$ cat config.mk
export PLATFORM = sky130hd
export DESIGN_NAME = ram2e_phase
export DESIGN_NICKNAME = d
export VERILOG_FILES = /design/src/rtl/ram2e_phase.sv
export SDC_FILE = /design/constraint.sdc
export NUM_CORES = 1
export LEC_CHECK = 0
export CORE_ASPECT_RATIO = 2
export CORE_MARGIN = 5
export CORE_UTILIZATION = 45
export DETAILED_ROUTE_END_ITERATION = 8
export HOLD_SLACK_MARGIN = 0.15
export PLACE_DENSITY = 0.67
export SKIP_CTS_REPAIR_TIMING = 1
export SLEW_MARGIN = 20
export SYNTH_ARGS = -nofsm -noshare
export SYNTH_HDL_FRONTEND = slang
export SYNTH_SLANG_ARGS = --single-unit
$ cat constraint.sdc
create_clock -name C14M -period 2.2 [get_ports C14M]
set_clock_uncertainty 0.1 [all_clocks]
set_input_delay 0.44 -clock C14M [delete_from_list [all_inputs] [get_ports C14M]]
set_output_delay 0.44 -clock C14M [all_outputs]
set_load 0.01 [all_outputs]
$ cat src/rtl/ram2e_phase.sv
// ram2e_phase: tracks the Apple II PHI0 bus phase on C14M, locks onto 14/16-clock cycles, issues refresh ticks.
// Define RAM2E_LONGCYC_CHECK_EN to also require one long cycle after every 64 short cycles while locked.
module ram2e_phase #(
    parameter int ACQ_CNT = 4,
    parameter int REF_DIV = 13
) (
    input  logic       C14M,
    input  logic       nRST,
    input  logic       PHI0,
    output logic [3:0] Phase,
    output logic       CycStart,
    output logic       LongCyc,
    output logic       Locked,
    output logic       RefTick,
    output logic       SeqErr,
    output logic [3:0] ErrCnt
);
    typedef enum logic [1:0] {UNLOCKED, ACQUIRE, LOCKED} state_t;
    localparam int AW = $clog2(ACQ_CNT + 1);
    localparam int RW = $clog2(REF_DIV + 1);
    state_t state_q, state_d;
    logic p0d_q, hold_q, hold_d, cyc_start_q, long_cyc_q, long_cyc_d;
    logic locked_q, locked_d, ref_tick_q, ref_tick_d, seq_err_q, seq_err_d;
    logic [3:0] phase_q, phase_d, err_cnt_q, err_cnt_d;
    logic [AW-1:0] acq_q, acq_d;
    logic [RW-1:0] ref_q, ref_d;
    logic rise, len_ok, is_long, stuck, bad, lc_err, cnt_run;
    logic [4:0] len;
    assign rise    = PHI0 & ~p0d_q;
    assign len     = {1'b0, phase_q} + 5'd1;
    assign len_ok  = (len == 5'd14) || (len == 5'd16);
    assign is_long = len == 5'd16;
    assign stuck   = (phase_q == 4'd15) && !rise;
    // an overflow counts once; hold_q masks the following clocks stuck at 15
    assign bad     = (rise && (!len_ok || lc_err)) || (stuck && !hold_q);
`ifdef RAM2E_LONGCYC_CHECK_EN
    logic [6:0] lc_cnt_q, lc_cnt_d;
    logic lc_sync_q, lc_sync_d;
    // until the first long cycle after lock the alignment is unknown, so only the 65-short limit applies
    assign lc_err = (state_q == LOCKED) && rise && len_ok &&
                    (is_long ? (lc_sync_q && lc_cnt_q != 7'd64) : (lc_cnt_q == 7'd64));
    always_comb begin
        lc_cnt_d  = lc_cnt_q;
        lc_sync_d = lc_sync_q;
        if (state_q != LOCKED || state_d != LOCKED) begin
            lc_cnt_d  = '0;
            lc_sync_d = 1'b0;
        end else if (rise && len_ok) begin
            lc_cnt_d  = is_long ? 7'd0 : lc_cnt_q + 7'd1;
            lc_sync_d = lc_sync_q | is_long;
        end
    end
    always_ff @(posedge C14M or negedge nRST) begin
        if (!nRST) begin
            lc_cnt_q  <= '0;
            lc_sync_q <= 1'b0;
        end else begin
            lc_cnt_q  <= lc_cnt_d;
            lc_sync_q <= lc_sync_d;
        end
    end
`else
    assign lc_err = 1'b0;
`endif
    always_comb begin
        state_d = state_q;
        acq_d   = acq_q;
        unique case (state_q)
            UNLOCKED: if (rise) begin
                state_d = ACQUIRE;
                acq_d   = '0;
            end
            ACQUIRE: if (bad) state_d = UNLOCKED;
                else if (rise) begin
                    acq_d   = acq_q + AW'(1);
                    state_d = (acq_q == AW'(ACQ_CNT - 1)) ? LOCKED : ACQUIRE;
                end
            LOCKED: if (bad) state_d = UNLOCKED;
            default: state_d = UNLOCKED;
        endcase
    end
    always_comb begin
        phase_d    = rise ? 4'd0 : (phase_q == 4'd15 ? phase_q : phase_q + 4'd1);
        hold_d     = stuck;
        long_cyc_d = (rise && len_ok) ? is_long : long_cyc_q;
        locked_d   = state_d == LOCKED;
        seq_err_d  = (state_q == LOCKED) && bad;
        err_cnt_d  = (seq_err_d && err_cnt_q != 4'd15) ? err_cnt_q + 4'd1 : err_cnt_q;
        cnt_run    = (state_q == LOCKED) && locked_d && rise;
        ref_tick_d = cnt_run && (ref_q == RW'(REF_DIV - 1));
        ref_d      = !locked_d ? '0 : (ref_tick_d ? '0 : (cnt_run ? ref_q + RW'(1) : ref_q));
    end
    always_ff @(posedge C14M or negedge nRST) begin
        if (!nRST) begin
            state_q     <= UNLOCKED;
            p0d_q       <= 1'b1;
            hold_q      <= 1'b0;
            phase_q     <= '0;
            cyc_start_q <= 1'b0;
            long_cyc_q  <= 1'b0;
            locked_q    <= 1'b0;
            ref_tick_q  <= 1'b0;
            seq_err_q   <= 1'b0;
            err_cnt_q   <= '0;
            acq_q       <= '0;
            ref_q       <= '0;
        end else begin
            state_q     <= state_d;
            p0d_q       <= PHI0;
            hold_q      <= hold_d;
            phase_q     <= phase_d;
            cyc_start_q <= rise;
            long_cyc_q  <= long_cyc_d;
            locked_q    <= locked_d;
            ref_tick_q  <= ref_tick_d;
            seq_err_q   <= seq_err_d;
            err_cnt_q   <= err_cnt_d;
            acq_q       <= acq_d;
            ref_q       <= ref_d;
        end
    end
    assign Phase    = phase_q;
    assign CycStart = cyc_start_q;
    assign LongCyc  = long_cyc_q;
    assign Locked   = locked_q;
    assign RefTick  = ref_tick_q;
    assign SeqErr   = seq_err_q;
    assign ErrCnt   = err_cnt_q;
endmodule
# Word level (Yosys, flattened, before mapping)
# Index checks and enable logic that the tools add are counted.
# W data, S select, Z words.
[classes] n_addsub=5 n_eq_ne=14 mux=15 bitwise=2 n_reduce_logical=17
[op_table] cell="$mux W4" count=5
[op_table] cell="$add A4 B1 Y4 const B" count=3
[op_table] cell="$mux W2" count=5
[op_table] cell="$logic_and A1 B1 Y1" count=9
[op_table] cell="$mux W3" count=3
[op_table] cell="$eq A4 B4 Y1 const B" count=2
[op_table] cell="$ne A2 B2 Y1 const B" count=4
[op_table] cell="$pmux W2 S3" count=1
[op_table] cell="$pmux W3 S2" count=1
[op_table] cell="$add A4 B1 Y5 const B" count=1
[op_table] cell="$eq A5 B4 Y1 const B" count=1
[op_table] cell="$eq A5 B5 Y1 const B" count=1
[op_table] cell="$eq A2 B2 Y1 const B" count=2
[op_table] cell="$ne A4 B4 Y1 const B" count=1
[op_table] cell="$reduce_and A4 Y1" count=1
[op_table] cell="$add A3 B1 Y3 const B" count=1
[op_table] cell="$eq A3 B2 Y1 const B" count=1
[op_table] cell="$logic_not A1 Y1" count=3
[op_table] cell="$ne A3 B1 Y1 const B" count=1
[op_table] cell="$eq A2 B1 Y1 const B" count=1
[op_table] cell="$logic_not A2 Y1" count=1
[op_table] cell="$logic_or A1 B1 Y1" count=2
[op_table] cell="$reduce_bool A2 Y1" count=1
[op_table] cell="$and A1 B1 Y1" count=1
[op_table] cell="$not A1 Y1" count=1
[word_totals] ff_bits=24 output_inout_bits=13 word_cells=65

# Depth between registers and ports, before layout
# Gate-level depths: netlist (run 1).
[depth] word_depth=14 mapped_depth=8 mapped_depth_nobuf=7

# Worst setup path after synthesis (run 1)
# OpenSTA, ideal clock, no wires.
[synth_path] path_kind="reg-to-reg" startpoint="register phase_q[0] (netlist: Phase[0])" endpoint="register err_cnt_q[1] (netlist: ErrCnt[1])" setup_time_ns=0.125 arrival_time_ns=1.811 required_ns=1.975 path_slack_ns=0.165 path_stages_with_launch=7 n_path_buf=0 period_less_slack_ns=2.035 path_cell_list="dfrtp_1 > ha_1 > nor3b_2 > a21oi_1 > o32ai_2 > nand4b_1 > mux2_2"
[synth_between] elab_chain_len=8
[synth_rtl] element="from (decl)" line="24" rtl="logic [3:0] phase_q, phase_d, err_cnt_q, err_cnt_d;"
[synth_rtl] element="from (signal assigned)" line="111" rtl="phase_q <= phase_d;"
[synth_rtl] element="$add A4 B1 Y5" line="30" rtl="assign len = {1'b0, phase_q} + 5'd1;"
[synth_rtl] element="$eq A5 B4 Y1 / $eq A5 B5 Y1 (equally long branches)" line="31" rtl="assign len_ok = (len == 5'd14) || (len == 5'd16);"
[synth_rtl] element="$logic_or A1 B1 Y1" line="31"
[synth_rtl] element="$logic_not A1 Y1" line="35" rtl="assign bad = (rise && (!len_ok || lc_err)) || (stuck && !hold_q);"
[synth_rtl] element="$logic_and A1 B1 Y1" line="35"
[synth_rtl] element="$logic_or A1 B1 Y1 (*)" line="35"
[synth_rtl] element="$logic_and A1 B1 Y1 (*)" line="87" rtl="seq_err_d = (state_q == LOCKED) && bad;"
[synth_rtl] element="$logic_and A1 B1 Y1 (*)" line="88" rtl="err_cnt_d = (seq_err_d && err_cnt_q != 4'd15) ? err_cnt_q + 4'd1 : err_cnt_q;"
[synth_rtl] element="to (signal assigned)" line="117" rtl="err_cnt_q <= err_cnt_d;"
[synth_rtl] element="to (decl)" line="24"
# Mark *: on every way between the ends. The rest lies on a longest branch, timed or not.
# A chain may end at the register's enable or synchronous reset.

# Worst setup path in the final report (run 1)
[layout_path] startpoint="register phase_q[0] (netlist: Phase[0])" endpoint="register err_cnt_q[3] (netlist: ErrCnt[3])"
# Same word-level chain as after synthesis.

==> results by group, run 1 <==
Routing
  • Via count: 1014
  • Antenna-violating nets left: 0
  • DRT Wirelength: 2830 um
  • First drt pass iteration count: 4
  • WL/cell: 15.7 um
  • Starting DRT DRC Count: 36
  • # DRC: 0
  • Vias per cell: 5.63

Floorplan
  • FP Rows: 27
  • Initial Util: 46.3%
  • Die Wd: 47.3 um
  • Die footprint: approximately 4000 um^2
  • Die extent in y: 84.6 um
  • IO Pins: 16
  • Core footprint: 2700 um^2

Placed design
  • Post-DP HPWL: between 2000 and 2500 um
  • Port Buffer Count: 15
  • Placed cells: about 170
  • Gp weighted congestion: 0.832

Setup path
  • Worst Reg-to-Reg Cells: 7
  • Critical Path Source Type: flop
  • Kind of cell adding the most delay to the critical path: simple AND/OR/NAND/NOR gates
  • Crit path depth: 7
  • Crit path cell chain: buf_4 > ha_1 > nor3b_2 > a21oi_1 > o32ai_2 > nor3_1 > mux2_2
  • Data arrival, critical path: 2.12 ns
  • Slowest CP cell: dfrtp_1
  • Worst Path Required: 2.25 ns
  • CP Capture Type: flop
  • Max incr delay on CP: 0.42 ns
  • Crit-path max FO: 4
  • CP bufs+invs: 1
  • Critical path type: flop to flop

STA
  • Setup TNS: 0 ns
  • Least-Margin Pin Slew: 0.475 ns
  • Crit path time final: 2.06 ns
  • Hold slack: approximately 0.42 ns
  • RSZ-0062 raised after global routing: no
  • Final Max Slew Viols: 0
  • Fmax: 0.485 GHz
  • Final setup fails: 0
  • Post-route clock period utilization: between 90 and 100%
  • Final hold vios: 0
  • Rel. slew slack: about two thirds

Synth
  • FF+latch count, synth: 24
  • Net Count, Synth: 132
  • Post-synth EDFFs: 0
  • Asr flop ratio synth: 100%
  • Top_reg_cell synth: dfrtp_1
  • Synth unique cells: 33
  • Share of the synthesized area in the top cell type: between 40% and 50%
  • Synth Area per Inst: 10.3 um^2
  • Largest cells by area after synthesis: dfrtp_1 (46%), ha_1 (7.0%), a21oi_1 (4.0%)
  • Synthesized area: 1250 um^2
  • Ys Warns: 0
  • Sequential share of the synthesized area: about half
  • Area leader, netlist: dfrtp_1
  • Post-Syn Instances: 122

Power and ir drop
  • IR drop worst, VDD: 508 uV
  • Static leakage: roughly 0.7 nW
  • PD cells: 812 nW/um^2
  • Overall Power: 1.27 mW

Finish
  • Layout cells sized above 1: 19.2%
  • Commonest non-fill, non-tap cells in the layout: dfrtp_1 (23), clkdlybuf4s50_1 (15), buf_4 (14)
  • Area Growth Syn to Fin: 24.5%
  • Final core utilization: between 50% and 60%
  • Final nets: 162
  • Ant diodes: 0
  • Leading cell type in the layout, fill and taps excluded: dfrtp_1
  • Post-Layout Cell Count: 180
  • Fillers: 258

Global routing
  • Largest net degree at the start of global routing: 25
  • Overflow after GRT: 0
  • First-pass GRT wire length: between 4000 and 5000 um
  • Vias in the first global route: 1088
  • Initial antenna violation count: 0
  • Global Route Usage Sum: 16.0%

CTS
  • CTS buffer count: 3
  • CTS tree: built
  • H-tree lvl count: 1
  • Root Driver: clkbuf_8
  • CTS sink cnt: 24
  • Clk pin slew, worst setup/hold paths: 0.08 ns
  • Clock Latency Late Sink: 0.26 ns
  • Max clock buf depth: 2

Status
  • Outcome: finished, final reports clean

Hold path
  • Hold Crit Class: primary input to asynchronous set/reset pin

Run
  • Max-Cap Viols: 0
==> where the power goes <==
group	internal (mW)	switching, mW	total [mW]
combinational	0.219	0.178	0.397
clock	0.129	0.127	0.256
sequential	0.512	0.102	0.614
==> worst paths after layout <==
check / from / to / slack [ns]
worst max-delay path: Phase[0] / ErrCnt[3] / 0.14
worst min-delay path: nRST / ErrCnt[1] / 0.42
worst max register to register: Phase[0] / ErrCnt[3] / 0.14
worst min register to register: ErrCnt[0] / ErrCnt[0] / 0.44
max in group asynchronous: nRST / p0d_q / 1.29
min in group C14M: ErrCnt[0] / ErrCnt[0] / 0.44
==> through the flow <==
stage	cell area [um^2]	setup WS (ns)
after detailed placement	1500	-0.114
final	1560	0.137
after floorplan	1250	0.165
after global routing	1560	0.0104
after CTS	1540	0.0382
after global placement	1500	-0.0339
==> state kept, by name (all words and copies together), names as in the netlist <==
signal    cells
acq_q         3
Locked        1
RefTick       1
ErrCnt        4
Phase         4
ref_q         4
CycStart      1
SeqErr        1
hold_q        1
state_q       2
LongCyc       1
p0d_q         1
==> synthesized netlist by cell type, types with 2 or more instances <==
master and count:
a211oi_1 3, a21oi_1 10, buf_2 2, buf_6 2, dfrtp_1 23, ha_1 7, inv_1 8, mux2_2 2
nand2_1 10, nand2b_1 5, nand3_1 3, nand4_1 2, nand4b_1 3, nor2_1 11, nor2_2 2, nor3_1 2
o211ai_1 2, o21ai_0 8, xnor2_1 3
==> layout make-up <==
class                           count  area, um^2  share of cell area, %
Sequential cell                    24         602                   38.6
Multi-Input combinational cell     86         591                   37.9
Timing Repair Buffer               29         255                   16.4
Clock buffer                        4        45.0                   2.89
Tap cell                           29        36.3                   2.33
Inverter                            8        30.0                   1.93
==> logic make-up after synthesis <==
group	count (synthesis)	synth area share, %
simple gates	44	20.0
compound gates	28	14.2
flops	24	48.1
buf+inv	12	5.00
fa+ha+maj	7	6.99
xor+xnor	4	2.80
mux	3	3.00
==> layer usage <==
layer / vias up / track usage [%] / routed length, um
met2: 26 / 27.4 / 1640
met5: - / 0 / 0
met4: 0 / 7.81 / 59
met3: 8 / 3.86 / 131
li1: 482 / - / -
met1: 498 / 16.8 / 998
==> worst reg2reg max path: stages, from the launching register on <==
cell and delay (ns):
dfrtp_1 0.42, buf_4 0.16, ha_1 0.20, nor3b_2 0.15, a21oi_1 0.16, o32ai_2 0.13, nor3_1 0.27, mux2_2 0.36
Power figures use the tool's default switching activity.
==> run 2: changes to the inputs <==
--- a/config.mk
+++ b/config.mk
@@ -5,12 +5,13 @@
 export SDC_FILE = /design/constraint.sdc
 export NUM_CORES = 1
 export LEC_CHECK = 0
+export ABC_AREA = 1
 export CORE_ASPECT_RATIO = 2
 export CORE_MARGIN = 5
 export CORE_UTILIZATION = 45
 export DETAILED_ROUTE_END_ITERATION = 8
+export DONT_BUFFER_PORTS = 1
 export HOLD_SLACK_MARGIN = 0.15
-export PLACE_DENSITY = 0.67
 export SKIP_CTS_REPAIR_TIMING = 1
 export SLEW_MARGIN = 20
 export SYNTH_ARGS = -nofsm -noshare
==> results by group, run 2 <==
Hold path
  • WHS Path Cells: 3
  • Hold Crit Class: primary input to flop

Floorplan
  • FP Rows: 27 (unchanged)
  • Die extent in y: 84.4 um (-0.22%)
  • Die footprint: 3990 um^2 (-0.42%)
  • IO Pins: 16 (unchanged)
  • Core footprint: 2700 um^2 (unchanged)
  • Initial Util: 46.1% (-0.23 points)
  • Die Wd: 47.2 um (-0.20%)

Setup path
  • CP Capture Type: flop
  • Critical path type: flop to flop
  • Max incr delay on CP: 0.48 ns (+0.06 ns)
  • Worst Path Required: 2.25 ns (about the same)
  • Worst Reg-to-Reg Cells: 11 (+4)
  • Worst r2r dst: ErrCnt[2]
  • Crit path cell chain: ha_1 > nand2_1 > nor2_2 > nand2_1 > nand2_2 > inv_1 > nand2_2 > nor2_4 > nand2_4 > nand2_1 > nand2_1
  • Launch point of the worst reg-to-reg path: Phase[0]
  • Critical Path Source Type: flop
  • Slowest CP cell: dfrtp_1
  • Critical Path Most Common Cell: nand2_1
  • Worst Setup SP: Phase[0]
  • Data arrival, critical path: 1.87 ns (-0.25 ns)
  • Worst setup path endpoint: ErrCnt[2]
  • Crit-path max FO: 7 (+3)
  • Reg-to-reg slack, setup: 0.38 ns (+0.24 ns)

Finish
  • Commonest non-fill, non-tap cells in the layout: nand2_1 (29), dfrtp_1 (23), inv_1 (14), nand3_1 (14), nor2_1 (8)
  • Fillers: 268 (+3.9%)
  • Layout cells sized above 1: 19.6% (+0.38 points)
  • Final nets: 154 (-4.9%)
  • Ant diodes: 0 (unchanged)
  • Storage cell area: 602 um^2 (unchanged)
  • Multi-input logic area: 573 um^2 (-3.0%)
  • Final core utilization: 50.6% (-7.1 points)
  • Post-Layout Cell Count: 172 (-4.4%)
  • Leading cell type in the layout, fill and taps excluded: nand2_1
  • Area Growth Syn to Fin: 9.74%

STA
  • Final Max Slew Viols: 0 (unchanged)
  • Rel. slew slack: 74.9% (+6.9 points)
  • Final setup fails: 0 (unchanged)
  • Fmax: 0.549 GHz (+13%)
  • Post-route clock period utilization: 82.8% (-11 points)
  • Final hold vios: 0 (unchanged)
  • Hold slack: 0.363 ns (-0.0617 ns)
  • Crit path time final: 1.82 ns (-0.242 ns)
  • Setup TNS: 0 ns (unchanged)
  • RSZ-0062 raised after global routing: no
  • Least-Margin Pin Slew: 0.375 ns (-0.100 ns)
  • Setup ws final: 0.379 ns (+0.242 ns)

CTS
  • Clk pin slew, worst setup/hold paths: 0.08 ns (about the same)
  • CTS sink cnt: 24 (unchanged)
  • CTS buffer count: 3 (unchanged)
  • Max clock buf depth: 2 (unchanged)
  • CTS tree: built
  • Clock Latency Late Sink: 0.26 ns (about the same)
  • H-tree lvl count: 1 (unchanged)
  • Root Driver: clkbuf_8

Status
  • Outcome: finished, final reports clean

Global routing
  • Overflow after GRT: 0 (unchanged)
  • Initial antenna violation count: 0 (unchanged)
  • Global Route Usage Sum: 14.3% (-1.7 points)
  • Vias in the first global route: 934 (-14%)
  • First-pass GRT wire length: 4150 um (-13%)
  • Largest net degree at the start of global routing: 25 (unchanged)

Power and ir drop
  • IR drop worst, VDD: 356 uV (-30%)
  • Static leakage: 0.683 nW (-2.4%)
  • PD cells: 770 nW/um^2 (-5.2%)

Synth
  • Most common cell in the synthesized netlist: nand2_1
  • Share of the synthesized area in the top cell type: 46.2% (+0.23 points)
  • FF+latch count, synth: 24 (unchanged)
  • Post-Syn Instances: 136 (+11%)
  • Synth Area per Inst: 9.16 um^2 (-11%)
  • Net Count, Synth: 146 (+11%)
  • Sequential share of the synthesized area: 48.3% (+0.24 points)
  • Area leader, netlist: dfrtp_1
  • Top_reg_cell synth: dfrtp_1
  • Synthesized area: 1250 um^2 (-0.50%)
  • Post-synth top cells: nand2_1 (29), dfrtp_1 (23), inv_1 (14), nand3_1 (14), nor2_1 (8)
  • Synth unique cells: 23 (-30%)
  • Asr flop ratio synth: 100% (unchanged)
  • Ys Warns: 0 (unchanged)
  • Post-synth EDFFs: 0 (unchanged)
  • Largest cells by area after synthesis: dfrtp_1 (46%), nand2_1 (8.7%), ha_1 (7.0%)

Placed design
  • Post-DP HPWL: 1890 um (-13%)
  • Pre-CTS setup slack: 0.372 ns (+0.486 ns)
  • Gp weighted congestion: 0.796 (-4.3%)
  • Port Buffer Count: 0 (-15)
  • Placed cells: 165 (-5.2%)

Routing
  • First drt pass iteration count: 4 (unchanged)
  • Antenna-violating nets left: 0 (unchanged)
  • DRT Wirelength: 2440 um (-14%)
  • Via count: 896 (-12%)
  • Starting DRT DRC Count: 17 (-53%)
  • WL/cell: 14.2 um (-9.8%)
  • # DRC: 0 (unchanged)
  • Vias per cell: 5.21 (-7.5%)

Run
  • Max-Cap Viols: 0 (unchanged)
[run 2: cell type report]
class	instances	share of cell area, %
Tap cell	29	2.65
Inverter	19	5.22
Multi-Input combinational cell	93	41.9
Timing Repair Buffer	3	2.93
Clock buffer	4	3.29
Sequential cell	24	44.0
[run 2: power breakdown]
part / internal (mW) / total, mW / switching, mW / leakage (nW)
Clock: 0.129 / 0.259 / 0.130 / 0.0228
Sequential: 0.497 / 0.584 / 0.0868 / 0.322
Combinational: 0.0789 / 0.210 / 0.131 / 0.338
Total: 0.705 / 1.05 / 0.348 / 0.683
[run 2: worst min-delay path by stage]
stage / slack, ns / endpoint / startpoint
final: 0.36 / Phase[1] / PHI0
after global routing: 0.37 / Phase[0] / PHI0
after CTS: -0.25 / ref_q[2] / nRST
after floorplan: 0.04 / CycStart / nRST
after detailed placement: 0.05 / ErrCnt[2] / nRST
after global placement: 0.04 / LongCyc / nRST
[run 2: kinds of logic (layout without fill, tap and decap cells)]
kind of cell	count (synthesis)	count (layout)	share of synthesized area, %
AND/OR/NAND/NOR	74	74	31.9
AO/OA/AOI/OAI	8	8	4.22
adder cells (fa/ha/maj)	7	7	7.03
XOR/XNOR	4	4	2.81
buffers and inverters	19	26	5.72
flip-flops	24	24	48.3
[run 2: critical path, delay by kind of cell (launching register included)]
kind / cells / cell delay [ns]
simple gates: 9 / 0.78
buf+inv: 1 / 0.07
fa+ha+maj: 1 / 0.27
flops: 1 / 0.48
[run 2: per-layer routing]
layer | wire, um | track usage [%] | up-vias
met5 | 0 | 0 | -
met4 | 23 | 6.55 | 0
met3 | 75 | 1.93 | 2
met2 | 1500 | 26.1 | 18
met1 | 842 | 14.6 | 427
li1 | - | - | 449
[run 2: stage by stage]
stage               total power, mW  area [um^2]
floorplan                     0.740         1250
global placement              0.785         1280
detailed placement            0.792         1280
CTS                            1.06         1330
global route                   1.14         1370
finish                         1.05         1370
